==> config.mk <==
export PLATFORM = sky130hd
export DESIGN_NAME = ahb_slave_if_mr
export DESIGN_NICKNAME = d
export VERILOG_FILES = /design/src/rtl/ahb_slave_if_mr.sv
export SDC_FILE = /design/constraint.sdc
export NUM_CORES = 1
export LEC_CHECK = 0
export ABC_AREA = 1
export ABC_CLOCK_PERIOD_IN_PS = 1230
export CAP_MARGIN = 15
export CORE_MARGIN = 10
export CORE_UTILIZATION = 35
export CTS_BUF_LIST = sky130_fd_sc_hd__clkbuf_8 sky130_fd_sc_hd__clkbuf_16
export DETAILED_ROUTE_END_ITERATION = 10
export DONT_BUFFER_PORTS = 1
export SYNTH_ARGS = -nofsm -noshare
export SYNTH_HDL_FRONTEND = slang
export SYNTH_SLANG_ARGS = --single-unit
==> constraint.sdc <==
create_clock -name hclk -period 1.23 [get_ports hclk]
set_clock_uncertainty 0.15 [all_clocks]
set_input_delay 0.0615 -clock hclk [delete_from_list [all_inputs] [get_ports hclk]]
set_output_delay 0.0615 -clock hclk [all_outputs]
set_load 0.02 [all_outputs]
==> src/rtl/ahb_slave_if_mr.sv <==
// AHB-side slave interface for the multi-region AHB2APB bridge: region decode, address/data pipeline.
// Define AHB_SLV_IF_ERR_RESP_EN to add the two-cycle ERROR response FSM and saturating err_cnt.
module ahb_slave_if_mr #(
  parameter int                ADDR_W    = 32,
  parameter int                DATA_W    = 32,
  parameter int                NUM_SLV   = 3,
  parameter logic [ADDR_W-1:0] BASE_ADDR = 32'h8000_0000,
  parameter int                REG_LOG2  = 26,
  parameter int                ERR_CNT_W = 8
) (
  input  logic                 hclk,
  input  logic                 hresetn,
  input  logic                 hwrite,
  input  logic                 hready_in,
  input  logic [1:0]           htrans,
  input  logic [ADDR_W-1:0]    haddr,
  input  logic [DATA_W-1:0]    hwdata,
  input  logic [DATA_W-1:0]    pr_data,
  input  logic                 fsm_ready,
  output logic                 valid,
  output logic [NUM_SLV-1:0]   temp_selx,
  output logic [NUM_SLV-1:0]   selx_reg,
  output logic [ADDR_W-1:0]    haddr1,
  output logic [ADDR_W-1:0]    haddr2,
  output logic [DATA_W-1:0]    hwdata1,
  output logic [DATA_W-1:0]    hwdata2,
  output logic                 hwrite_reg,
  output logic                 hwrite_reg1,
  output logic [DATA_W-1:0]    hr_data,
  output logic                 hready_out,
  output logic                 hresp,
  output logic [ERR_CNT_W-1:0] err_cnt,
  output logic [1:0]           dbg_state
);

  logic              active;
  logic              mapped;
  logic [ADDR_W-1:0] off;
  logic [ADDR_W-1:0] idx;

  assign active = hready_in && (htrans == 2'b10 || htrans == 2'b11);

  // The explicit base compare keeps addresses below the base from wrapping into a region.
  assign off    = haddr - BASE_ADDR;
  assign idx    = off >> REG_LOG2;
  assign mapped = (haddr >= BASE_ADDR) && (idx < ADDR_W'(NUM_SLV));

  always_comb begin
    temp_selx = '0;
    for (int i = 0; i < NUM_SLV; i++) begin
      if (mapped && idx == ADDR_W'(i)) temp_selx[i] = 1'b1;
    end
  end

  assign hr_data = pr_data;

  always_ff @(posedge hclk or negedge hresetn) begin
    if (!hresetn) begin
      haddr1      <= '0;
      haddr2      <= '0;
      hwdata1     <= '0;
      hwdata2     <= '0;
      hwrite_reg  <= 1'b0;
      hwrite_reg1 <= 1'b0;
    end else if (hready_in) begin
      haddr1      <= haddr;
      haddr2      <= haddr1;
      hwdata1     <= hwdata;
      hwdata2     <= hwdata1;
      hwrite_reg  <= hwrite;
      hwrite_reg1 <= hwrite_reg;
    end
  end

  always_ff @(posedge hclk or negedge hresetn) begin
    if (!hresetn)   selx_reg <= '0;
    else if (valid) selx_reg <= temp_selx;
  end

`ifdef AHB_SLV_IF_ERR_RESP_EN
  typedef enum logic [1:0] {
    ST_OK   = 2'd0,
    ST_ERR1 = 2'd1,
    ST_ERR2 = 2'd2
  } err_state_t;

  err_state_t state, state_nxt;

  always_ff @(posedge hclk or negedge hresetn) begin
    if (!hresetn) state <= ST_OK;
    else          state <= state_nxt;
  end

  // The FSM owns hready_out while an ERROR response is in flight, regardless of fsm_ready.
  always_comb begin
    state_nxt  = state;
    hresp      = 1'b0;
    hready_out = fsm_ready;
    case (state)
      ST_OK: begin
        if (active && !mapped) state_nxt = ST_ERR1;
      end
      ST_ERR1: begin
        hresp      = 1'b1;
        hready_out = 1'b0;
        state_nxt  = ST_ERR2;
      end
      ST_ERR2: begin
        hresp      = 1'b1;
        hready_out = 1'b1;
        state_nxt  = ST_OK;
      end
      default: state_nxt = ST_OK;
    endcase
  end

  always_ff @(posedge hclk or negedge hresetn) begin
    if (!hresetn)
      err_cnt <= '0;
    else if (state == ST_ERR1 && err_cnt != {ERR_CNT_W{1'b1}})
      err_cnt <= err_cnt + 1'b1;
  end

  assign valid     = active && mapped && (state == ST_OK);
  assign dbg_state = state;
`else
  assign hresp      = 1'b0;
  assign hready_out = fsm_ready;
  assign err_cnt    = '0;
  assign valid      = active && mapped;
  assign dbg_state  = 2'b00;
`endif

endmodule

==> results of run 1 <==
power breakdown:
group	internal, W	switching, W	total, W	leakage [nW]
combinational	0.000813	0.000877	0.00169	1.80
clock	0.00329	0.00188	0.00517	0.294
sequential	0.00483	0.000649	0.00548	1.56
final timing paths:
path                                     to  depth (start not counted)
worst max-delay path            hwdata1[27]                          4
worst min-delay path            hwdata2[14]                          0
worst max register to register   hwdata2[8]                          2
worst min register to register   haddr2[30]                          1
max in group asynchronous        haddr2[11]                          0
min in group hclk                 haddr2[4]                          1
timing repair:
item | 4_1_cts | 5_1_grt
endpoints found under the hold margin | 299 | 263
resized for setup | 0 | 3
hold buffers | 150 | 7
buffers inserted | 0 | 2
setup endpoints to repair | 0 | 5
synth_stat cells:
cell and instances:
mux2_2 5, a21oi_1 65, nor2_1 71, nor3_1 3, dfrtp_1 133, conb_1 1
inv_1 68, o21ai_0 60, buf_4 51, buf_2 21, nand3_1 4, nand2_1 71
area by class of cell:
type | instances | area [um^2]
repair buffers | 232 | 2140
clock buffers | 19 | 452.9
clock inverters | 13 | 158.9
flip-flops and latches | 133 | 3328
inverters | 68 | 255.2
multi-input cells | 290 | 1291
fillers | 1254 | 7172
well taps | 188 | 235.2
worst max-delay path: cells and delay by family:
family          cells  cell delay, ps
buf+inv             2            1100
simple gates        1              90
compound gates      1              90
cell families after synthesis:
logic type | Yosys count | share of synthesized area
compound gates | 125 | 0.1175
mux | 5 | 0.01057
buf+inv | 140 | 0.1396
flops | 133 | 0.6250
other cells | 1 | 0.0007042
simple gates | 149 | 0.1067
routing by layer:
metal / up-vias / routed length [um]
li1: 2063 / -
met1: 2020 / 5852
met2: 187 / 7862
met3: 15 / 2004
met4: 0 / 215
met5: - / 0
metrics by stage:
stage / worst slack, ps / std cells / util / cell area (um^2) / power, W
global route: 3.199 / 943 / 0.5229 / 7861 / 0.01289
finish: 16.35 / 943 / 0.5229 / 7861 / 0.01233
CTS: 7.557 / 935 / 0.5174 / 7779 / 0.01245
global placement: 209.2 / 753 / 0.3769 / 5665 / 0.006690
floorplan: 239.8 / 563 / - / 5363 / 0.006444
detailed placement: 191.1 / 753 / 0.3769 / 5665 / 0.006743
==> impl_metrics.json, run 1 <==
{
  "die_h_um": 143.3,
  "track_usage": 0.1479,
  "initial_core_util": 0.3542,
  "avgSynthCellArea_um2": 9.629,
  "grt_start_max_net_pins": 257,
  "drive_above_1_share": 0.1470,
  "synth_seq_cells": 133,
  "timing.max_cap.violations": 0,
  "min_period_ps": 1214,
  "drt_wl_total_mm": 15.94,
  "met3_usage": 0.08779,
  "rrSetupSlack_ps": 250,
  "synthTopCellsByArea": "dfrtp_1 (63%), buf_4 (7.2%), a21oi_1 (6.1%)",
  "violations": "hold timing",
  "path_cells": "dlygate4sd3_1 > nand2_1 > dlygate4sd3_1 > o21ai_0",
  "fin_nets": 845,
  "dr.pass1.iters": 4,
  "peakVddDrop_uv": 957.7,
  "rsz0062_at_grt": "no",
  "yosys.area.top_type": "dfrtp_1",
  "port_buffers": 0,
  "yosys.area.top_type_share": 0.6250,
  "overflow": 0,
  "drt-wirelength-per-cell_um": 16.90,
  "cp_slowest_stage_delay_ps": 550,
  "drtIter0Drc": 162,
  "cts_root_buf": "clkbuf_16",
  "clock_sinks": 133,
  "critPathRequiredTime_ps": 1350,
  "syn_inst": 553,
  "clkTransAtPathRegs_ps": 60,
  "crit_top_cell": "dlygate4sd3_1",
  "hold_violations": 263,
  "p_leak_nw": 3.660,
  "ios": 284,
  "rows": 45,
  "critPathLaunch": "hwdata[27]",
  "grt_util_met1": 0.1521,
  "power.density_nw_per_um2": 1569,
  "worstPathArrival_ps": 1340,
  "worstSetupStartpointType": "input port",
  "htreeDepth": 4,
  "cts_buffers": 17,
  "grt_pass1_wl_mm": 24.01,
  "hold_slack_ps": -804.7,
  "viasPerCell": 4.544,
  "slowest_stage": "dlygate4sd3_1",
  "layout_common_cells": "dlygate4sd3_1 (156), dfrtp_1 (133), buf_4 (74), nor2_1 (71), nand2_1 (71)",
  "endpoint_kind": "register",
  "gr-usage-met2": 0.2479,
  "fmax_mhz": 824.0,
  "core_area_um2": 15030,
  "worstHoldPathType": "input port to asynchronous set/reset pin",
  "cp_max_fo": 1,
  "num_antenna_cells": 0,
  "drc": 0,
  "clk_path_buf_depth": 2,
  "r2r_start": "hwdata2[8]",
  "synth_warnings": 0,
  "cts_tree": "yes",
  "die_w_um": 143.3,
  "grt_antenna_before_repair": 0,
  "setup_viol": 0,
  "vias": 4285,
  "synthDistinctLibCells": 12,
  "top_usage_layer": "met2",
  "ys_seq_area_frac": 0.6250,
  "ant_nets": 0,
  "finalSetupTns_ps": 0,
  "finalCritPeriodShare": 0.9867,
  "synth.cell_area_um2": 5325,
  "dp_hpwl_mm": 9.332,
  "mostFrequentLayoutCell": "dlygate4sd3_1",
  "syn_to_final_growth_pct": 47.63,
  "grt_pass1_vias": 4484,
  "die-area_um2": 20550,
  "status": "finished, violations left",
  "path_class": "input port to register",
  "final-max-slew-violation-count": 0,
  "insertion_delay_ps": 400,
  "gp_congestion": 0.7388
}
Note: power is estimated with default switching activity, not from simulation.
==> run 2: changes to the inputs <==
--- a/config.mk
+++ b/config.mk
@@ -8,6 +8,7 @@
 export ABC_AREA = 1
 export ABC_CLOCK_PERIOD_IN_PS = 1230
 export CAP_MARGIN = 15
+export CORE_ASPECT_RATIO = 1.1
 export CORE_MARGIN = 10
 export CORE_UTILIZATION = 35
 export CTS_BUF_LIST = sky130_fd_sc_hd__clkbuf_8 sky130_fd_sc_hd__clkbuf_16
==> run 2 against run 1 <==
Compared with the run above: the run ends with hold timing, setup timing left; sequential share of layout area up 0.53 points; non-clock buffer count down 5; combinational power about the same; die area about the same; first-iteration DRC count down 28%; power down 2.6%; wire length up 1.6%; sequential power about the same; setup slack worse by 27 ps; largest cell class unchanged.
==> impl_metrics.json, run 2 (synthesis results as in run 1) <==
{
  "timing.max_cap.violations": 0,
  "min_period_ps": 1241,
  "layout.cells.non_filler": 942,
  "drive_above_1_share": 0.1501,
  "cts_tree": "yes",
  "status": "finished, violations left",
  "drt_wl_total_mm": 16.19,
  "critPathLaunch": "hwdata[19]",
  "layout_common_cells": "dlygate4sd3_1 (147), dfrtp_1 (133), buf_4 (78), nand2_1 (71)",
  "finalSetupTns_ps": -10.75,
  "worstSetupStartpointType": "input port",
  "initial_core_util": 0.3551,
  "endpoint": "hwdata1[19]",
  "mostFrequentLayoutCell": "dlygate4sd3_1",
  "htreeDepth": 4,
  "p_total_w": 0.01201,
  "place_area_um2": 5705,
  "rows": 47,
  "clk_path_buf_depth": 2,
  "drc": 0,
  "cts_root_buf": "clkbuf_16",
  "drt-wirelength-per-cell_um": 17.19,
  "cts.hold.buffers_added": 148,
  "endpoint_kind": "register",
  "overflow": 0,
  "final-max-slew-violation-count": 0,
  "rrSetupSlack_ps": 130,
  "num_antenna_cells": 0,
  "vias": 4298,
  "path_class": "input port to register",
  "critPathRequiredTime_ps": 1350,
  "gr-usage-met2": 0.2529,
  "hold_violations": 263,
  "syn_to_final_growth_pct": 45.82,
  "finalCritPeriodShare": 1.009,
  "n_fill_cell": 1269,
  "fin_nets": 840,
  "grt_pass1_wl_mm": 24.79,
  "fin_area_um2": 7765,
  "top_usage_layer": "met2",
  "gp_congestion": 0.8688,
  "die_h_um": 149.4,
  "dp_hpwl_mm": 9.658,
  "drtIter0Drc": 117,
  "die_w_um": 137.6,
  "die-area_um2": 20550,
  "port_buffers": 0,
  "clkTransAtPathRegs_ps": 50,
  "setup_viol": 1,
  "placedCellCount": 765,
  "core_area_um2": 15000,
  "reg2regPathDepth": 2,
  "grt_util_met1": 0.1656,
  "hold_slack_ps": -800.0,
  "rsz0062_at_grt": "yes",
  "power.density_nw_per_um2": 1546,
  "p_leak_nw": 3.639,
  "peakVddDrop_uv": 760.9,
  "r2r_start": "haddr1[30]",
  "viasPerCell": 4.563,
  "worstReg2RegEnd": "haddr2[30]",
  "ios": 284,
  "dr.pass1.iters": 4,
  "grt_antenna_before_repair": 0,
  "met3_usage": 0.07783,
  "fin_ws_ps": -10.75,
  "cts_buffers": 17,
  "pre_cts_ws_ps": 53.83,
  "violations": "hold timing, setup timing",
  "ant_nets": 0,
  "insertion_delay_ps": 410,
  "worstHoldPathType": "input port to asynchronous set/reset pin",
  "fmax_mhz": 806.0,
  "cp_max_fo": 1,
  "worstPathArrival_ps": 1360,
  "grt_pass1_vias": 4586,
  "track_usage": 0.1535,
  "grt_start_max_net_pins": 257,
  "clock_sinks": 133
}
==> run 2: changes by cell type in the layout (fill, tap and decap cells not counted), sizes merged <==
cell         before  now
clkinvlp          4    0
clkbuf           19   21
dlygate4sd3     156  147
clkinv            4    3
bufinv            3    2
buf              76   80
==> run 2: worst min-delay path by stage <==
| stage | from | to | cells past startpoint |
|---|---|---|---|
| floorplan | hresetn | haddr1[0] | 0 |
| global placement | hresetn | hwdata1[22] | 0 |
| detailed placement | hresetn | hwdata2[16] | 0 |
| CTS | hresetn | hwdata1[22] | 0 |
| global route | hresetn | hwdata2[16] | 0 |
| finish | hresetn | hwdata1[22] | 0 |
==> run 2: worst max-delay path: stages <==
cell and delay (ps):
dlygate4sd3_1 550, nand2_1 90, dlygate4sd3_1 550, o21ai_0 90
==> run 2: layout make-up <==
type / count / area, um^2 / share of cell area
inverter: 68 / 255.2 / 0.03287
clock buffer: 21 / 480.5 / 0.06188
tap: 196 / 245.2 / 0.03158
sequential: 133 / 3328 / 0.4286
multi-input combinational: 290 / 1294 / 0.1666
timing repair buffer: 227 / 2079 / 0.2678
clock inverter: 7 / 82.58 / 0.01063
==> run 2: through the flow <==
step | hold WS, ps | util
6_report | -800.0 | 0.5178
5_1_grt | -822.7 | 0.5178
4_1_cts | -821.9 | 0.5181
3_5_place_dp | -379.6 | 0.3805
3_3_place_gp | -379.4 | 0.3805
2_1_floorplan | -384.1 | -
==> run 2: power by group <==
part	leakage (nW)	switching, W	internal [W]	total [W]
registers	1.56	0.000615	0.00483	0.00545
clock network	0.289	0.00171	0.00312	0.00484
logic	1.79	0.000907	0.000816	0.00172
==> run 2: metal layers <==
metal / vias to the layer above / part of all wire
li1: 2041 / -
met1: 2043 / 0.35
met2: 197 / 0.51
met3: 17 / 0.13
met4: 0 / 0.016
met5: - / 0
==> run 2: timing repair <==
action	CTS	global route
setup buffers	2	0
resized for setup	1	4
endpoints found under the setup margin	3	6
pin swaps	0	0
endpoints found under the hold margin	299	263
==> run 3: changes to the inputs <==
--- a/config.mk
+++ b/config.mk
@@ -7,13 +7,14 @@
 export LEC_CHECK = 0
 export ABC_AREA = 1
 export ABC_CLOCK_PERIOD_IN_PS = 1230
+export BUFFER_PORTS_ARGS = -buffer_cell sky130_fd_sc_hd__buf_2
 export CAP_MARGIN = 15
 export CORE_ASPECT_RATIO = 1.1
 export CORE_MARGIN = 10
-export CORE_UTILIZATION = 35
+export CORE_UTILIZATION = 45
 export CTS_BUF_LIST = sky130_fd_sc_hd__clkbuf_8 sky130_fd_sc_hd__clkbuf_16
 export DETAILED_ROUTE_END_ITERATION = 10
-export DONT_BUFFER_PORTS = 1
+export PLACE_DENSITY = 0.8
 export SYNTH_ARGS = -nofsm -noshare
 export SYNTH_HDL_FRONTEND = slang
 export SYNTH_SLANG_ARGS = --single-unit
==> run 3 against run 2 <==
Compared with the run above: the run ends with hold timing left; critical endpoint is now haddr1[29]; first-iteration DRC count up 140%; highest routed layer unchanged; sequential power decreased by 6.8%; worst hold slack gained 720 ps; die area decreased by 19%.
==> impl_metrics.json, run 3 (synthesis results as in run 1) <==
{
  "status": "finished, violations left",
  "violations": "hold timing",
  "die-area_um2": 16590,
  "overflow": 0,
  "grt_pass1_wl_mm": 26.60,
  "cp_slowest_stage_delay_ps": 440,
  "fmax_mhz": 819.9,
  "finalSetupTns_ps": 0,
  "endpoint_kind": "output port",
  "grt_start_max_net_pins": 67,
  "syn_to_final_growth_pct": 51.41,
  "layout_common_cells": "buf_2 (201), dfrtp_1 (133), dlygate4sd3_1 (109), nand2_1 (71), nor2_1 (70)",
  "path_cells": "buf_6",
  "die_h_um": 134.1,
  "path_buf_inv": 1,
  "rows": 41,
  "layout.cells.non_filler": 1001,
  "p_total_w": 0.01336,
  "worstHoldPathType": "input port to asynchronous set/reset pin",
  "place_area_um2": 6259,
  "timing.max_cap.violations": 0,
  "grt_pass1_vias": 5047,
  "htreeDepth": 4,
  "rsz0062_at_grt": "yes",
  "final-max-slew-violation-count": 0,
  "ios": 284,
  "drt_wl_total_mm": 17.41,
  "core_area_um2": 11540,
  "die_w_um": 123.7,
  "initial_core_util": 0.4614,
  "worstPathArrival_ps": 1010,
  "insertion_delay_ps": 400,
  "placedCellCount": 857,
  "ant_nets": 0,
  "worstSetupStartpointType": "register",
  "p_leak_nw": 4.129,
  "cts_tree": "yes",
  "drt-wirelength-per-cell_um": 17.39,
  "drtIter0Drc": 277,
  "hold_slack_ps": -79.07,
  "vias": 4689,
  "grt_antenna_before_repair": 1,
  "cp_max_fo": 3,
  "clkTransAtPathRegs_ps": 60,
  "crit_family": "flip-flops",
  "critPathRequiredTime_ps": 1020,
  "fin_nets": 940,
  "peakVddDrop_uv": 943.6,
  "gp_congestion": 0.8154,
  "drive_above_1_share": 0.3012,
  "drc": 0,
  "rrSetupSlack_ps": 180,
  "power.density_nw_per_um2": 1656,
  "mostFrequentLayoutCell": "buf_2",
  "track_usage": 0.2021,
  "critPathLaunch": "haddr1[29]",
  "r2r_start": "haddr1[30]",
  "hold_violations": 30,
  "fin_area_um2": 8063,
  "dr.pass1.iters": 4,
  "min_period_ps": 1220,
  "slowest_stage": "dfrtp_1",
  "cts_root_buf": "clkbuf_16",
  "dp_hpwl_mm": 10.59,
  "clk_path_buf_depth": 2,
  "clock_sinks": 133,
  "viasPerCell": 4.684,
  "port_buffers": 205,
  "setup_viol": 0,
  "finalCritPeriodShare": 0.9915,
  "path_class": "register to output port",
  "cts_buffers": 17
}
run 3: cell types whose count changed in the layout (fill, tap and decap cells not counted), sizes merged:
| cell | previous run | this run |
|---|---|---|
| buf | 80 | 217 |
| dlygate4sd3 | 147 | 109 |
| bufinv | 2 | 6 |
| clkbuf | 21 | 19 |
| inv | 70 | 72 |
| clkinvlp | 0 | 1 |
| diode | 0 | 1 |
run 3: final timing paths:
check	end	cells after the start
max reg2reg	haddr1[30]	4
min	hwdata2[18]	2
min reg2reg	selx_reg[1]	2
max	haddr1[29]	1
max in group asynchronous	haddr2[21]	3
min in group hclk	hwdata1[16]	4
run 3: stage by stage:
| stage | utilization | hold slack (ps) | setup slack [ps] |
|---|---|---|---|
| 4_1_cts | 0.6891 | -213.7 | 16.95 |
| 2_1_floorplan | - | -384.1 | 239.8 |
| 6_report | 0.6985 | -79.07 | 10.40 |
| 3_3_place_gp | 0.5422 | -225.0 | 28.37 |
| 5_1_grt | 0.6985 | -52.25 | -27.03 |
| 3_5_place_dp | 0.5422 | -219.8 | 37.75 |
run 3: cell type report:
class                           instances  area [um^2]
Fill cell                             820         3480
Sequential cell                       133         3328
Timing Repair Buffer                  327         2311
Multi-Input combinational cell        290         1294
Clock buffer                           18        439.2
Inverter                               68        255.2
Clock inverter                         14        245.2
Tap cell                              150        187.7
Antenna cell                            1        2.502
run 3: power breakdown:
group	switching [W]	internal [W]	total [W]
registers	0.000248	0.00483	0.00508
clock network	0.00195	0.00389	0.00584
logic	0.00155	0.000888	0.00244
run 3: repair_timing:
| item | in CTS | in global routing |
|---|---|---|
| setup buffers | 0 | 2 |
| resized for setup | 0 | 4 |
| endpoints found under the hold margin | 240 | 29 |
| hold buffers | 101 | 8 |
| setup endpoints to repair | 0 | 3 |
run 3: layer usage:
metal  GRT usage  vias to the layer above  part of all wire
met5           0                        -                 0
met4     0.07966                        0             0.030
met3     0.09446                       38              0.12
met2      0.3453                      240              0.50
met1      0.2077                     2165              0.34
li1            -                     2246                 -
